### config.mk
export PLATFORM = sky130hd
export DESIGN_NAME = mem_arbiter
export DESIGN_NICKNAME = d
export VERILOG_FILES = /design/src/rtl/cpu_types_pkg.sv /design/src/rtl/mem_arbiter.sv
export SDC_FILE = /design/constraint.sdc
export NUM_CORES = 1
export LEC_CHECK = 0
export CORE_AREA = 2 2 105 107
export CTS_CLUSTER_SIZE = 16
export DETAILED_ROUTE_END_ITERATION = 8
export DIE_AREA = 0 0 107 109
export GPL_TIMING_DRIVEN = 0
export PLACE_DENSITY_LB_ADDON = 0.25
export REMOVE_ABC_BUFFERS = 1
export SLEW_MARGIN = 25
export SYNTH_ARGS = -nofsm -noshare
export SYNTH_HDL_FRONTEND = slang
export SYNTH_SLANG_ARGS = --single-unit
export TNS_END_PERCENT = 10
### constraint.sdc
create_clock -name CLK -period 2.35 [get_ports CLK]
set_input_delay 0.235 -clock CLK [delete_from_list [all_inputs] [get_ports CLK]]
set_output_delay 0.235 -clock CLK [all_outputs]
set_load 0.02 [all_outputs]
### src/rtl/cpu_types_pkg.sv
// cpu_types_pkg: shared types for the memory arbiter slice.
//   word_t      - 32-bit bus word, used for every address and data bus
//   ramstate_t  - RAM status reported back to the arbiter
//   arb_state_t - arbiter FSM states
package cpu_types_pkg;

   typedef logic [31:0] word_t;

   typedef enum logic [1:0] {
      FREE   = 2'd0,
      BUSY   = 2'd1,
      ACCESS = 2'd2,
      ERROR  = 2'd3
   } ramstate_t;

   typedef enum logic [1:0] {
      IDLE = 2'd0,
      IGNT = 2'd1,
      DGNT = 2'd2
   } arb_state_t;

endpackage

### src/rtl/mem_arbiter.sv
// mem_arbiter: arbitrates one RAM port between an icache (read only) and a
// dcache (read/write). One grant is served at a time; every completed access
// is followed by a mandatory idle cycle.
//
// Ports
//   CLK, RST            clock; asynchronous active-high reset
//   iREN, iaddr         icache read request and word address
//   iwait, iload        icache stall and read data
//   dREN, dWEN          dcache read / write requests
//   daddr, dstore       dcache address and write data
//   dwait, dload        dcache stall and read data
//   ramREN, ramWEN      RAM strobes
//   ramaddr, ramstore   RAM address and write data
//   ramload, ramstate   RAM read data and status {FREE, BUSY, ACCESS, ERROR}
//   arb_err             sticky fault flag (RAM ERROR or grant timeout)
//
// Parameter TIMEOUT (1..256): grant cycles allowed without ACCESS or ERROR.
//
// Build option MEM_ARBITER_RR_EN: when defined, simultaneous requests in IDLE
// are granted round-robin using a last_grant register; when undefined the
// dcache always wins and no last_grant register exists.
module mem_arbiter
   import cpu_types_pkg::*;
#(
   parameter int unsigned TIMEOUT = 64
) (
   input  logic        CLK,
   input  logic        RST,
   input  logic        iREN,
   input  logic [31:0] iaddr,
   output logic        iwait,
   output logic [31:0] iload,
   input  logic        dREN,
   input  logic        dWEN,
   input  logic [31:0] daddr,
   input  logic [31:0] dstore,
   output logic        dwait,
   output logic [31:0] dload,
   output logic        ramREN,
   output logic        ramWEN,
   output logic [31:0] ramaddr,
   output logic [31:0] ramstore,
   input  logic [31:0] ramload,
   input  logic [1:0]  ramstate,
   output logic        arb_err
);

   localparam logic [7:0] BUSY_LAST = 8'(TIMEOUT - 1);

   arb_state_t state;
   logic [7:0] busy_cnt;
   logic       err_q;
   ramstate_t  rs;
   logic       ireq;
   logic       dreq;
   logic       granted_req;
   logic       done;
   logic       fault;
   logic       wait_rel;
   logic       pick_d;
   word_t      bus_ld;

   assign rs     = ramstate_t'(ramstate);
   assign ireq   = iREN;
   assign dreq   = dREN | dWEN;
   assign bus_ld = ramload;
   assign iload  = bus_ld;
   assign dload  = bus_ld;

`ifdef MEM_ARBITER_RR_EN
   // 1 = dcache held the most recently completed grant
   logic last_d;
   assign pick_d = dreq & (~ireq | ~last_d);
`else
   assign pick_d = dreq;
`endif

   always_comb begin
      granted_req = 1'b0;
      case (state)
         IGNT:    granted_req = ireq;
         DGNT:    granted_req = dreq;
         default: granted_req = 1'b0;
      endcase
   end

   // A dropped request ends the grant silently, so it masks both outcomes.
   assign done     = granted_req && (rs == ACCESS);
   assign fault    = granted_req && ((rs == ERROR) ||
                                     ((rs != ACCESS) && (busy_cnt == BUSY_LAST)));
   assign wait_rel = done | fault;

   // The fault term lets the flag show in the same cycle the fault is seen.
   assign arb_err  = err_q | fault;

   always_comb begin
      ramREN   = 1'b0;
      ramWEN   = 1'b0;
      ramaddr  = '0;
      ramstore = '0;
      iwait    = ireq;
      dwait    = dreq;
      case (state)
         IGNT: begin
            ramREN  = 1'b1;
            ramaddr = iaddr;
            iwait   = ~wait_rel;
         end
         DGNT: begin
            ramaddr  = daddr;
            ramstore = dstore;
            ramWEN   = dWEN;
            ramREN   = dREN & ~dWEN;
            dwait    = ~wait_rel;
         end
         default: ;
      endcase
   end

   always_ff @(posedge CLK or posedge RST) begin
      if (RST) begin
         state    <= IDLE;
         busy_cnt <= '0;
         err_q    <= 1'b0;
`ifdef MEM_ARBITER_RR_EN
         last_d   <= 1'b0;
`endif
      end else begin
         if (fault) err_q <= 1'b1;
         case (state)
            IDLE: begin
               // Held at zero in IDLE so every grant starts from a cleared count.
               busy_cnt <= '0;
               if (pick_d)    state <= DGNT;
               else if (ireq) state <= IGNT;
            end
            default: begin
               if (!granted_req || wait_rel) state <= IDLE;
               else if (busy_cnt != '1)      busy_cnt <= busy_cnt + 8'd1;
`ifdef MEM_ARBITER_RR_EN
               if (done) last_d <= (state == DGNT);
`endif
            end
         endcase
      end
   end

endmodule

==> results of run 1 <==
state kept, by name, summed over array words and instances, names as in the netlist:
register	cells
busy_cnt	8
err_q	1
state	2
metal layers:
metal  vias up  GRT usage
li1       1028          -
met1      1013      0.225
met2       191      0.240
met3         8      0.194
met4         4     0.0158
met5         -     0.0804
area by class of cell:
cell class                 instances  area share
timing repair buffer             184       0.532
multi-input combinational        158       0.320
sequential                        11      0.0789
tap                              140      0.0502
clock buffer                       4      0.0129
inverter                           5     0.00538
layout by cell type (no fill, tap or decap), types with 2 or more instances in the layout:
master	n
dfrtp_1	11
and2_1	33
nor2b_1	33
clkbuf_8	3
o31ai_1	4
and3_4	2
clkdlybuf4s50_1	168
nand2_1	3
or4_1	4
buf_4	9
or3b_2	2
o21ai_0	6
a22oi_1	32
buf_8	2
nor2_1	6
ha_4	3
inv_1	3
a21oi_1	8
nand3_1	4
buf_12	3
inv_2	2
logic make-up (layout without fill, tap and decap cells):
| kind of cell | count (synthesis) | after routing | synth area share |
|---|---|---|---|
| AND/OR/NAND/NOR | 93 | 93 | 0.300 |
| buffers and inverters | 87 | 193 | 0.302 |
| AO/OA/AOI/OAI | 58 | 58 | 0.212 |
| flip-flops | 11 | 11 | 0.144 |
| adder cells (fa/ha/maj) | 4 | 4 | 0.0262 |
| multiplexers | 2 | 2 | 0.0111 |
| XOR/XNOR | 1 | 1 | 0.00458 |
Yosys cell counts:
cell | count | area, µm²
or3b_2 | 2 | 17.5
dfrtp_1 | 11 | 275
o31ai_1 | 4 | 30.0
buf_4 | 64 | 480
o21ai_0 | 6 | 30.0
xnor2_1 | 1 | 8.76
nor2_1 | 6 | 22.5
o211ai_1 | 1 | 7.51
nor4_1 | 1 | 6.26
or4_1 | 4 | 30.0
o221ai_1 | 1 | 8.76
o21a_1 | 1 | 7.51
buf_2 | 3 | 15.0
nand4_1 | 1 | 6.26
inv_1 | 5 | 18.8
or2_2 | 1 | 6.26
and4_4 | 1 | 11.3
mux2i_1 | 1 | 10.0
a22oi_1 | 32 | 240
a21oi_1 | 8 | 40.0
and2_1 | 33 | 206
o21ai_2 | 1 | 8.76
o211a_1 | 1 | 10.0
a31oi_1 | 1 | 6.26
or3_2 | 1 | 7.51
nor2b_1 | 33 | 206
and3_4 | 1 | 11.3
nand2_1 | 3 | 11.3
buf_6 | 1 | 11.3
a21boi_0 | 1 | 7.51
nor3_1 | 1 | 5.00
ha_1 | 4 | 50.1
nand3_1 | 4 | 20.0
mux2_2 | 1 | 11.3
clkbuf_1 | 14 | 52.6
o2111ai_1 | 1 | 8.76
and3_1 | 1 | 6.26
timing repair:
action                     4_1_cts  5_1_grt
pin swaps                        5        1
setup buffers                   12        1
setup endpoints to repair       79       33
gates resized for setup         20        5
where the power goes:
part	internal, µW	total (µW)	leakage [µW]	switching [µW]
registers	214	233	0.000147	19.0
logic	1280	2610	0.00108	1330
clock network	119	190	0.0000228	71.2
worst max path at each step:
stage	slack [ns]	from	cells past startpoint	to
5_1_grt	0.000007	state[0]$_DFFE_PP0P_	6	ramaddr[22]
2_1_floorplan	-0.39	state[0]$_DFFE_PP0P_	5	arb_err
3_5_place_dp	-0.80	state[0]$_DFFE_PP0P_	7	dwait
3_3_place_gp	-1.65	state[0]$_DFFE_PP0P_	7	dwait
4_1_cts	0.02	state[0]$_DFFE_PP0P_	7	dwait
6_report	0.09	state[0]$_DFFE_PP0P_	5	ramstore[17]
stage by stage:
stage / total power (µW) / TNS [ns] / utilization / hold slack [ns] / std cells
final: 3030 / 0 / 0.329 / 0.296 / 502
after floorplan: 1370 / -3.59 / - / 0.0874 / 174
after global routing: 3210 / 0 / 0.329 / 0.326 / 502
after CTS: 3030 / 0 / 0.327 / 0.305 / 501
after detailed placement: 2510 / -11.70 / 0.307 / 0.459 / 485
after global placement: 2500 / -86.40 / 0.306 / 0.448 / 485
==> results.cfg, run 1 <==
[synthesis]
ys_seq_elements = 11
avgSynthCellArea_um2 = 7.47
synthesis.area_um2 = 1910
syn_inst = 256
ys_seq_area_frac = 0.144
ys_types = 37
yosys_warnings = 0

[setup_path]
crit_chain = inv_2 -> ha_4 -> buf_8 -> and2_1 -> clkdlybuf4s50_1
reg2reg_to = busy_cnt[5]$_DFFE_PP0P_
max_stage_delay_ns = 0.68
rr_startpoint = state[0]$_DFFE_PP0P_
crit_family = buffers and inverters
cp_slowest_cell = clkdlybuf4s50_1
path_buf_inv = 3
cp-start-kind = register
worstPathArrival_ns = 2.02
reg2reg_slack_ns = 0.46
reg2regPathDepth = 6
end_kind = output port
criticalPathCategory = register to output port
cp_max_fo = 18
cp_data_required_time_ns = 2.12

[cells_and_area]
drive_gt1_frac = 0.0939
num_antenna_cells = 0
seqCellArea_um2 = 275
syn_to_final_growth_pct = 82.3
fin_area_um2 = 3490
multi_input_area_um2 = 1120
nFillCells = 1110
fin_nets = 502

[die]
die_x_um = 107
die_h_um = 109
row_count = 38
die_area_um2 = 11700
start_util = 0.180
io_pins = 268
fp.coreArea_um2 = 10600

[global_route]
grtUsageTotal = 0.190
grt_pass1_wl_um = 15600
grt_max_degree = 35
grt-ovfl-total = 0
antenna_found_initial = 0
grt_pass1_vias = 2134

[placement]
dpl_worst_slack_ns = -0.795
port_buffers = 171
placed_area_um2 = 3260
gp_congestion = 0.807
hpwlAfterDp_um = 8840

[min_path]
hp-class = input port to asynchronous set/reset pin

[sta]
post-route-period-util = 0.961
max_freq_ghz = 0.443
period_needed_ns = 2.26
rsz0062_at_grt = no
slew_headroom = 0.705
setup_viol = 0
worst_slack_ns = 0.0912
finClkSkew_ns = 0.00362
hold_viol = 0
maxSlewViolCount = 0
worst_pin_slew_ns = 0.443

[routing]
drc_errors = 0
drtPass1Iterations = 4
via_per_inst = 4.47
num_vias = 2244
routed_wl_um = 12000
wire_per_inst_um = 23.9
drt.antenna.violating_nets = 0
met1Wirelength_um = 4720
initialDrtViolationCount = 149
met3WireLength_um = 2660
dr_wl_met2_um = 4460
highest_layer = met5

[job]
drv_cap = 0

[clock_tree]
cts_tree = built
htree_levels = 1
clockBufferDepth = 2
cts_made_buffers = 3
hold_buffers = 0
root_buffer = clkbuf_8
clkLatencyLatePin_ns = 0.24
path_clk_slew_ns = 0.05
clkSinkCount = 11

[power_and_ir_drop]
vdd.ir_drop.worst_mv = 0.364
total_leakage_power_uw = 0.00125
powerDensity_nw_per_um2 = 870

[outcome]
status = completed
Note: power is estimated with default switching activity, not from simulation.
==> run 2, diff against run 1 <==
- REMOVE_ABC_BUFFERS: 1 -> unset
==> results.cfg, run 2 (same netlist as run 1, synthesis figures left out) <==
[outcome]
status = completed

[cells_and_area]
fin_cells = 635
layout_commonest_cell = clkdlybuf4s50_1
regMostFlops = busy_cnt
syn_to_final_growth_pct = 134
utilization = 0.422
fin_nets = 635
reg.largest.list = busy_cnt (8), state (2), err_q (1)
nFillCells = 1094
drive_gt1_frac = 0.194
num_antenna_cells = 0
largest_reg_flops = 8
final_cell_mix = clkdlybuf4s50_1 (169), buf_4 (67), dlygate4sd2_1 (51)

[global_route]
grt_pass1_vias = 2668
grt_max_degree = 12
grt_pass1_wl_um = 12900
antenna_found_initial = 0
grt-ovfl-total = 0
grtUsageTotal = 0.137

[placement]
gp_congestion = 0.795
place_inst = 631
dpl_worst_slack_ns = -0.285
hpwlAfterDp_um = 7570
port_buffers = 235

[sta]
max_freq_ghz = 0.434
finClkSkew_ns = 0.00360
period_needed_ns = 2.30
worst_pin_slew_ns = 0.460
post-route-period-util = 0.981
setup_viol = 0
worst_slack_ns = 0.0455
slew_headroom = 0.693
hold_viol = 0
rsz0062_at_grt = yes
maxSlewViolCount = 0
fin_tns_setup_ns = 0

[die]
row_count = 38
start_util = 0.180
io_pins = 268
die_h_um = 109
fp.coreArea_um2 = 10600
die_area_um2 = 11700
die_x_um = 107

[min_path]
hp-class = input port to asynchronous set/reset pin

[setup_path]
cp_num_cells = 7
max_stage_delay_ns = 0.39
crit_path_start = state[1]$_DFFE_PP0P_
cp_slowest_cell = dfrtp_1
reg2reg_slack_ns = 0.28
reg2reg_to = busy_cnt[1]$_DFFE_PP0P_
endpoint = iwait
cp_max_fo = 8
crit_family = simple AND/OR/NAND/NOR gates
cp_data_required_time_ns = 2.12
worstPathArrival_ns = 2.07
rr_startpoint = state[1]$_DFFE_PP0P_
reg2regPathDepth = 8
cp-start-kind = register
crit_chain = inv_1 -> ha_2 -> and3_1 -> or2_2 -> a21boi_1 -> a21oi_1 -> buf_4
end_kind = output port
path_buf_inv = 2
criticalPathCategory = register to output port

[clock_tree]
cts_setup_buffers = 0
path_clk_slew_ns = 0.05
cts_made_buffers = 3
cts_tree = built
clockBufferDepth = 2
clkSinkCount = 11
htree_levels = 1
clkLatencyLatePin_ns = 0.24
root_buffer = clkbuf_8

[synthesis]
syn_nets = 395

[routing]
num_vias = 2671
routed_wl_um = 8810
drt.antenna.violating_nets = 0
drtPass1Iterations = 4
via_per_inst = 4.21
wire_per_inst_um = 13.9
initialDrtViolationCount = 100
drc_errors = 0

[power_and_ir_drop]
pwr-share-comb = 0.847
clkPwrFrac = 0.069
pwr-share-seq = 0.085
total_leakage_power_uw = 0.00216
switching_share = 0.486
vdd.ir_drop.worst_mv = 0.238
p_int_uw = 1420
powerDensity_nw_per_um2 = 619
p_sw_uw = 1340

[job]
drv_cap = 0
[run 2: cell types whose count changed in the layout (fill, tap and decap cells not counted), sizes merged]
cell / before / now
dlygate4sd2: 0 / 51
buf: 16 / 72
dlymetal6s2s: 0 / 10
clkbuf: 4 / 17
clkdlybuf4s15: 0 / 2
clkdlybuf4s50: 168 / 169
[run 2: stage by stage]
| stage | hold slack [ns] | area, µm² | total power (µW) |
|---|---|---|---|
| 3_5_place_dp | 0.464 | 4440 | 2770 |
| 3_3_place_gp | 0.441 | 4440 | 2750 |
| 4_1_cts | 0.355 | 4440 | 2810 |
| 6_report | 0.323 | 4470 | 2770 |
| 2_1_floorplan | 0.0874 | 1910 | 1580 |
| 5_1_grt | 0.394 | 4470 | 2980 |
[run 2: per-layer routing]
layer | part of all wire | track usage | routed length, µm | vias to the layer above
met5 | 0 | 0 | 0 | -
li1 | - | - | - | 1295
met4 | 0.0065 | 0.0278 | 57 | 0
met2 | 0.53 | 0.258 | 4630 | 159
met3 | 0.10 | 0.0454 | 925 | 4
met1 | 0.36 | 0.149 | 3200 | 1213
[run 2: worst register-to-register path: cells and delay by family, from the launching register on]
kind	cells	cell delay, ns
buffers and inverters	3	0.51
DFF	1	0.39
AOI/OAI and AO/OA	2	0.25
and+or+nand+nor	2	0.68
adders and majority gates	1	0.16
[run 2: timing repair]
item	CTS	global route
hold buffers	0	0
endpoints found under the setup margin	69	19
gates cloned	0	0
resized for setup	87	17
[run 2: worst min-delay path by stage]
stage                     cells past startpoint                 endpoint               from
after global placement                        2        err_q$_DFFE_PP0P_  err_q$_DFFE_PP0P_
final                                         2  busy_cnt[0]$_DFFE_PP0P_                RST
after global routing                          2  busy_cnt[0]$_DFFE_PP0P_                RST
after CTS                                     2  busy_cnt[0]$_DFFE_PP0P_                RST
after floorplan                               1  busy_cnt[0]$_DFFE_PP0P_                RST
after detailed placement                      2        err_q$_DFFE_PP0P_  err_q$_DFFE_PP0P_
[run 2: cell type report]
| type | instances | area (µm²) | area share |
|---|---|---|---|
| plain buffers | 82 | 591 | 0.132 |
| repair buffers | 235 | 2300 | 0.515 |
| well taps | 140 | 175 | 0.0392 |
| flip-flops and latches | 11 | 275 | 0.0616 |
| clock buffers | 4 | 45.0 | 0.0101 |
| multi-input cells | 158 | 1060 | 0.238 |
| inverters | 5 | 18.8 | 0.00420 |
[run 2: power groups by stage]
stage | clock (µW) | combinational [µW] | sequential [µW]
2_1_floorplan | 0 | 1350 | 232
4_1_cts | 196 | 2380 | 234
3_5_place_dp | 0 | 2540 | 237
6_report | 190 | 2340 | 234
5_1_grt | 204 | 2540 | 238
3_3_place_gp | 0 | 2520 | 235
==> run 3, diff against run 2 <==
- GPL_TIMING_DRIVEN: 0 -> 1
==> results.cfg, run 3 (same netlist as run 1, synthesis figures left out) <==
[cells_and_area]
fin_area_um2 = 3470
reg.largest.list = busy_cnt (8), state (2), err_q (1)
regMostFlops = busy_cnt
fin_nets = 504
drive_gt1_frac = 0.0852
layout_commonest_cell = clkdlybuf4s50_1
utilization = 0.327
fin_cells = 504
nFillCells = 1137
syn_to_final_growth_pct = 81.4
final_cell_mix = clkdlybuf4s50_1 (132), nor2b_1 (33), and2_1 (33)
largest_reg_flops = 8
num_antenna_cells = 0

[setup_path]
max_stage_delay_ns = 0.61
worstPathArrival_ns = 2.01
criticalPathCategory = register to output port
cp_max_fo = 51
end_kind = output port
reg2reg_slack_ns = 0.29
crit_chain = inv_1 -> ha_2 -> buf_4 -> buf_12 -> and2_1 -> clkdlybuf4s50_1
cp_data_required_time_ns = 2.12
cp_slowest_cell = clkdlybuf4s50_1
cp-start-kind = register

[routing]
met1Wirelength_um = 2760
wire_per_inst_um = 14.4
dr_wl_met2_um = 3640
drtPass1Iterations = 5
drc_errors = 0
routed_wl_um = 7240
highest_layer = met4
met3WireLength_um = 604
via_per_inst = 4.24
initialDrtViolationCount = 42
drt.antenna.violating_nets = 0
num_vias = 2135

[power_and_ir_drop]
switching_share = 0.461
vdd.ir_drop.worst_mv = 0.318
total_leakage_power_uw = 0.00172
clkPwrFrac = 0.073
p_total_uw = 2640
powerDensity_nw_per_um2 = 762
p_int_uw = 1430
pwr-share-comb = 0.838
p_sw_uw = 1220
pwr-share-seq = 0.088

[placement]
port_buffers = 171
hpwlAfterDp_um = 5820
gp_congestion = 0.705
placed_area_um2 = 3370
place_inst = 500

[die]
row_count = 38
die_x_um = 107
start_util = 0.180
fp.coreArea_um2 = 10600
die_area_um2 = 11700
io_pins = 268
die_h_um = 109

[clock_tree]
cts_made_buffers = 3
hold_buffers = 0
cts_tree = built
clockBufferDepth = 2
root_buffer = clkbuf_8
path_clk_slew_ns = 0.06
clkLatencyLatePin_ns = 0.25
clkSinkCount = 11
htree_levels = 1

[global_route]
grt-ovfl-total = 0
grt_pass1_wl_um = 10300
antenna_found_initial = 0
grt_pass1_vias = 2076
grtUsageTotal = 0.112
grt_max_degree = 52

[sta]
max_freq_ghz = 0.445
holdWs_ns = 0.340
post-route-period-util = 0.956
setup_viol = 0
rsz0062_at_grt = no
period_needed_ns = 2.25
slew_headroom = 0.703
finClkSkew_ns = 0.0113
worst_pin_slew_ns = 0.445
hold_viol = 0
maxSlewViolCount = 0

[synthesis]
syn_nets = 395

[outcome]
status = completed

[job]
drv_cap = 0

[min_path]
hp-class = input port to asynchronous set/reset pin
run 3: cell types whose count changed in the layout (fill, tap and decap cells not counted), sizes merged:
cell           change
dlymetal6s2s      +16
dlygate4sd2       -41
clkdlybuf4s15      -2
clkdlybuf4s50     -37
buf               -56
clkbuf            -11
run 3: power by group through the flow:
stage	Clock (µW)	Sequential, µW	Combinational (µW)
finish	194	234	2220
global route	212	238	2400
CTS	200	231	2290
detailed placement	0	234	2320
global placement	0	233	2320
floorplan	0	232	1350
run 3: critical path, delay by kind of cell (launching register included):
family / cells / cell delay (ns)
buf+inv: 4 / 1.03
simple gates: 1 / 0.16
fa+ha+maj: 1 / 0.18
flops: 1 / 0.37
run 3: what timing repair did:
item | in CTS | in global routing
gates resized for setup | 20 | 32
setup buffers | 0 | 0
setup endpoints to repair | 36 | 29
run 3: worst paths after layout:
kind                                      endpoint            startpoint  cells past startpoint
max                                    ramstore[6]  state[0]$_DFFE_PP0P_                      6
min                        busy_cnt[5]$_DFFE_PP0P_                   RST                      2
max reg2reg                   state[1]$_DFFE_PP0P_  state[1]$_DFFE_PP0P_                      9
min reg2reg                      err_q$_DFFE_PP0P_     err_q$_DFFE_PP0P_                      2
max in group asynchronous     state[0]$_DFFE_PP0P_                   RST                      2
min in group CLK                         dload[19]           ramload[19]                      0
run 3: metrics by stage:
step | setup slack, ns | setup TNS, ns
after global placement | -0.0108 | -0.0108
after floorplan | 0.353 | 0
after detailed placement | -0.0313 | -0.0660
final | 0.102 | 0
after CTS | 0.000945 | 0
after global routing | 0.00157 | 0
run 3: area by class of cell:
| cell class | count | area, µm² | share of cell area |
|---|---|---|---|
| well taps | 140 | 175 | 0.0505 |
| repair buffers | 186 | 1890 | 0.544 |
| clock buffers | 4 | 45.0 | 0.0130 |
| flip-flops and latches | 11 | 275 | 0.0793 |
| inverters | 5 | 18.8 | 0.00541 |
| multi-input cells | 158 | 1070 | 0.308 |
run 3: metal layers:
layer | up-vias | global-route usage
met2 | 112 | 0.202
met5 | - | 0
met4 | 0 | 0.0594
met3 | 32 | 0.0299
li1 | 1029 | -
met1 | 962 | 0.119
==> RTL change 1: new RTL, config.mk and constraints of run 2 <==
Register the output `arb_err`, cleared by the reset; this adds one clock of latency there. The other outputs are not delayed to match.
--- a/src/rtl/mem_arbiter.sv
+++ b/src/rtl/mem_arbiter.sv
@@ -91,7 +91,13 @@
    assign wait_rel = done | fault;
 
    // The fault term lets the flag show in the same cycle the fault is seen.
-   assign arb_err  = err_q | fault;
+   always_ff @(posedge CLK or posedge RST) begin
+      if (RST) begin
+         arb_err <= '0;
+      end else begin
+         arb_err <= err_q | fault;
+      end
+   end
 
    always_comb begin
       ramREN   = 1'b0;
Function: changed (Yosys sat finds a counterexample within 4 cycles, from zero or initial values and one cycle with RST high).
==> RTL change 1 against run 2 <==
  * The run now ends with negative setup slack left
  * Non-clock buffer count down 1
  * Routed wire length up 6.7%
  * Critical endpoint is now ramaddr[11]
  * Die area unchanged
  * Power up 5.2%
  * Sequential power up 10%
  * Synthesized area up 2.0%
  * Setup slack worse by 0.084 ns
  * Sequential cell count up 1
  * Final area up 0.84%
  * Worst hold slack worse by 0.0080 ns
  * Count of clock-buffer cells in the layout unchanged
==> RTL change 1: results (changes against run 2) <==
Outcome
  – Status: finished with violations (was complete, no violations)
  – Violated checks: negative setup slack

Synth
  – Largest cells by area after synthesis: buf_4 (25%), dfrtp_1 (15%), a22oi_1 (12%) (was buf_4 (25%), dfrtp_1 (14%), a22oi_1 (13%))
  – Sequential area share after synthesis: 15.38% (was 14.39%)
  – Mapped Cells: 258 (was 256)
  – Synth cell count leaders: buf_4 (64), nor2b_1 (35), and2_1 (33) (was buf_4 (64), and2_1 (33), nor2b_1 (33))

STA
  – Clock Skew: 0.003538 ns (was 0.003595 ns)
  – Worst setup margin: -0.03803 ns (was 0.04547 ns)
  – Rel. slew slack: 62.76% (was 69.32%)
  – Setup-failing EPs final: 11 (was 0)

Finish
  – FF+latch count: 12 (was 11)
  – Multi-In Gates: 160 (was 158)
  – Regs by FF count: busy_cnt x8, state x2 (was busy_cnt x8, state x2, err_q x1)
  – Share of layout cells above drive strength 1: 18.79% (was 19.39%)
  – Clk cell area share: 1.221% (was 1.008%)
  – Sequential share of cell area: 6.661% (was 6.157%)
  – Multi-input combinational area share: 24.31% (was 23.76%)

Placement
  – DP Wirelength: 8209 microns (was 7565 microns)
  – GP Congestion: 0.8124 (was 0.7946)
  – Cell total after placement: 633 (was 631)

Global routing
  – Gr usage total: 14.89% (was 13.67%)
  – First-pass GRT wire length: 13630 microns (was 12900 microns)
  – M1 GR Usage: 15.24% (was 14.91%)
  – Vias in the first global route: 2669 (was 2668)
  – Largest net degree at the start of global routing: 13 (was 12)
  – Met2 global-route usage: 28.98% (was 25.80%)
  – M3 GR Usage: 5.260% (was 4.543%)

Worst setup path
  – Family with the most delay on the worst path: buffers and inverters (was simple AND/OR/NAND/NOR gates)
  – CP peak stage delay: 0.62 ns (was 0.39 ns)
  – Arrival @ worst endpoint: 2.15 ns (was 2.07 ns)
  – Worst path slowest cell: clkdlybuf4s50_1 (was dfrtp_1)

Drt
  – Via-to-Cell Ratio: 4.191 (was 4.206)
  – Initial DRC Count: 81 (was 100)
  – Met1 WL: 3303 microns (was 3195 microns)
  – Drt pass-1 iters: 5 (was 4)
  – Detailed-route wire length: 9406 microns (was 8813 microns)
  – Metal3 WL: 1010 microns (was 925 microns)
  – Met2 wire length: 4905 microns (was 4634 microns)

Pwr
  – Sequential share of power: 8.9% (was 8.5%)
  – Clk power: 0.231 mW (was 0.190 mW)
  – Net Sw Frac: 47.27% (was 48.61%)
  – Peak VDD IR: 0.3294 mV (was 0.2380 mV)
[RTL change 1: stage by stage]
stage | TNS (ns) | hold WS [ns] | setup slack (ns) | area (sq um) | utilization [%]
floorplan | 0 | 0.09970 | 0.3382 | 1952 | -
global placement | -12.27 | 0.4474 | -0.4147 | 4479 | 42.25
detailed placement | -14.71 | 0.4545 | -0.4594 | 4479 | 42.25
CTS | -0.6306 | 0.3453 | -0.06828 | 4506 | 42.49
global route | -1.830 | 0.3825 | -0.2040 | 4508 | 42.52
finish | -0.2628 | 0.3151 | -0.03803 | 4508 | 42.52
[RTL change 1: path summary, 6_finish.rpt]
check                           cells after the start  slack (ns)                       to
worst min-delay path                                2        0.32  busy_cnt[7]$_DFFE_PP0P_
worst max-delay path                                6       -0.04              ramaddr[11]
min in group CLK                                    1        0.46        err_q$_DFFE_PP0P_
worst min register to register                      1        0.46        err_q$_DFFE_PP0P_
worst max register to register                      7        0.17  busy_cnt[5]$_DFFE_PP0P_
max in group asynchronous                           2        1.70  busy_cnt[5]$_DFFE_PP0P_
[RTL change 1: cell families after synthesis]
logic type | count (synthesis) | share of synthesized area (%)
adders and majority gates | 4 | 2.564
AOI/OAI and AO/OA | 51 | 18.85
DFF | 12 | 15.38
and+or+nand+nor | 99 | 31.09
buffers and inverters | 86 | 28.91
xor gates and xnor gates | 1 | 0.4488
muxes | 5 | 2.756
[RTL change 1: repair_timing]
| item | 4_1_cts | 5_1_grt |
|---|---|---|
| buffers inserted | 0 | 0 |
| setup endpoints to repair | 70 | 15 |
| gates resized for setup | 76 | 2 |
[RTL change 1: worst register-to-register path, stage by stage (launching register included)]
cell,delay (ns)
dfrtp_1,0.37
inv_1,0.09
ha_2,0.41
nand2_1,0.07
o21a_2,0.24
buf_4,0.18
nor4b_1,0.31
mux2_2,0.37
==> RTL change 2: new RTL, config.mk and constraints of run 2 <==
Without the edit above. The parameter `TIMEOUT` goes from 64 to 48.
--- a/src/rtl/mem_arbiter.sv
+++ b/src/rtl/mem_arbiter.sv
@@ -22,7 +22,7 @@
 module mem_arbiter
    import cpu_types_pkg::*;
 #(
-   parameter int unsigned TIMEOUT = 64
+   parameter int unsigned TIMEOUT = 48
 ) (
    input  logic        CLK,
    input  logic        RST,
Check against the original RTL: same outputs for any inputs over 10 cycles, from zero or initial values and one cycle with RST high; that may be too few to reach the edited logic, so the function may still have changed.
==> RTL change 2 against run 2 <==
  * Routed wire length is 14% higher
  * Clock power is 4% higher
  * Synthesized cell count is 2.0% higher
  * Largest cell class unchanged
  * Critical path depth is 1 lower
  * Sequential cell count stayed put
  * Fmax is 2.9% higher
  * Power is 23% higher
  * Synthesized area is 2.0% higher
  * Register-to-register slack better by 0.03 ns
  * Largest power group unchanged
  * Final area is 1.7% higher
  * Setup slack better by 0.065 ns
  * Critical endpoint is now ramstore[30]
==> RTL change 2: results (changes against run 2) <==
Global routing
  – Largest net degree at the start of global routing: 12 (unchanged)
  – Vias in the first global route: 2416 (was 2668)
  – Antenna violations before repair: 0 (unchanged)
  – Gr usage total: 15.76% (was 13.67%)
  – First-pass GRT wire length: 14270 microns (was 12900 microns)

Finish
  – Nets: 640 (was 635)
  – Regs by FF count: busy_cnt x8, state x2, err_q x1 (unchanged)
  – Share of layout cells above drive strength 1: 20.00% (was 19.39%)
  – Diodes inserted: 0 (unchanged)
  – # fillers: 1049 (was 1094)

STA
  – Rel. slew slack: 69.28% (was 69.32%)
  – Clock Skew: 0.001902 ns (was 0.003595 ns)

Synth
  – Asr flop ratio synth: 100.0% (unchanged)
  – Yosys warnings: 0 (unchanged)
  – Largest cells by area after synthesis: buf_4 (25%), dfrtp_1 (14%), a22oi_1 (12%) (was buf_4 (25%), dfrtp_1 (14%), a22oi_1 (13%))
  – Sequential area share after synthesis: 14.10% (was 14.39%)
  – Synth cell count leaders: buf_4 (64), nor2b_1 (34), and2_1 (33) (was buf_4 (64), and2_1 (33), nor2b_1 (33))
  – Net Count, Synth: 400 (was 395)
  – Most used flip-flop cell after synthesis: dfrtp_1 (unchanged)
  – Netlist cell types: 32 (was 37)

Pwr
  – Peak VDD IR: 0.5204 mV (was 0.2380 mV)
  – Leakage: 2.323 nW (was 2.155 nW)

Worst setup path
  – Register-to-register setup slack: 0.31 ns (was 0.28 ns)
  – Arrival @ worst endpoint: 2.00 ns (was 2.07 ns)
  – CP Max Fanout: 10 (was 8)

Drt
  – Wire length per cell: 15.67 microns (was 13.88 microns)
  – Drt pass-1 iters: 4 (unchanged)
  – Via-to-Cell Ratio: 4.086 (was 4.206)
  – Initial DRC Count: 79 (was 100)

Placement
  – Port bufs: 235 (unchanged)
  – DP Wirelength: 8653 microns (was 7565 microns)
  – GP Congestion: 0.7843 (was 0.7946)

Clocking
  – H-tree Lvls: 1 (unchanged)
  – Worst-path clk slew: 0.05 ns (about the same)
  – Root buffer cell: clkbuf_8 (unchanged)
  – TritonCTS buffer count: 3 (unchanged)
  – Maximum root-to-sink buffer count: 2 (unchanged)
  – Number of setup buffers added after CTS: 0 (unchanged)
  – Worst skew pair latency: 0.24 ns (about the same)

Outcome
  – Status: complete, no violations (unchanged)

Min path
  – Worst Hold Class: input port to asynchronous set/reset pin (unchanged)
[RTL change 2: final timing paths]
kind                       depth (start not counted)                 start                 endpoint
max reg2reg                                        7  state[1]$_DFFE_PP0P_  busy_cnt[7]$_DFFE_PP0P_
max in group asynchronous                          2                   RST  busy_cnt[1]$_DFFE_PP0P_
min reg2reg                                        1     err_q$_DFFE_PP0P_        err_q$_DFFE_PP0P_
min                                                2                   RST  busy_cnt[2]$_DFFE_PP0P_
max                                                6  state[0]$_DFFE_PP0P_             ramstore[30]
min in group CLK                                   1     err_q$_DFFE_PP0P_        err_q$_DFFE_PP0P_
[RTL change 2: what timing repair did]
item                       CTS  global route
resized for setup           64            47
setup endpoints to repair   69            41
pin swaps                    0             0
[RTL change 2: power by group]
group	switching, mW	leakage, nW	internal (mW)
clock network	0.0786	0.0228	0.120
registers	0.0287	0.144	0.230
logic	1.60	2.16	1.34
total	1.71	2.32	1.69
[RTL change 2: per-layer routing]
metal	wire (microns)	share of wire, %	up-vias	track usage [%]
met4	48	0.48	0	1.391
met2	5218	52	122	29.34
li1	-	-	1306	-
met3	616	6.1	5	2.152
met1	4142	41	1182	20.05
met5	0	0	-	0
[RTL change 2: kinds of logic (layout without fill, tap and decap cells)]
| kind of cell | Yosys count | count (layout) | synth area share (%) |
|---|---|---|---|
| flops | 11 | 11 | 14.10 |
| mux | 3 | 3 | 1.731 |
| simple gates | 96 | 96 | 29.36 |
| compound gates | 58 | 58 | 22.31 |
| buf+inv | 89 | 328 | 29.94 |
| fa+ha+maj | 4 | 4 | 2.564 |
[RTL change 2: per-stage QoR]
| stage | instances | hold slack [ns] | cell area, sq um | setup slack (ns) |
|---|---|---|---|---|
| global placement | 636 | 0.4399 | 4479 | -0.3849 |
| detailed placement | 636 | 0.4462 | 4479 | -0.4041 |
| floorplan | 261 | 0.08744 | 1952 | 0.5207 |
| finish | 640 | 0.3032 | 4546 | 0.1102 |
| global route | 640 | 0.3592 | 4546 | 0.001889 |
| CTS | 640 | 0.3282 | 4514 | -0.08541 |
[RTL change 2: worst max-delay path, cell delays in order (launching register included)]
cell and delay, ns:
dfrtp_1 0.39, inv_1 0.09, ha_1 0.14, buf_2 0.17
buf_2 0.22, and2_1 0.14, clkdlybuf4s50_1 0.61
[RTL change 2: cell type report]
| type | count | area share (%) |
|---|---|---|
| buffer | 82 | 13.02 |
| clock buffer | 4 | 0.9909 |
| inverter | 7 | 0.5780 |
| multi-input combinational | 161 | 24.28 |
| sequential | 11 | 6.056 |
| tap | 140 | 3.854 |
| timing repair buffer | 235 | 51.22 |
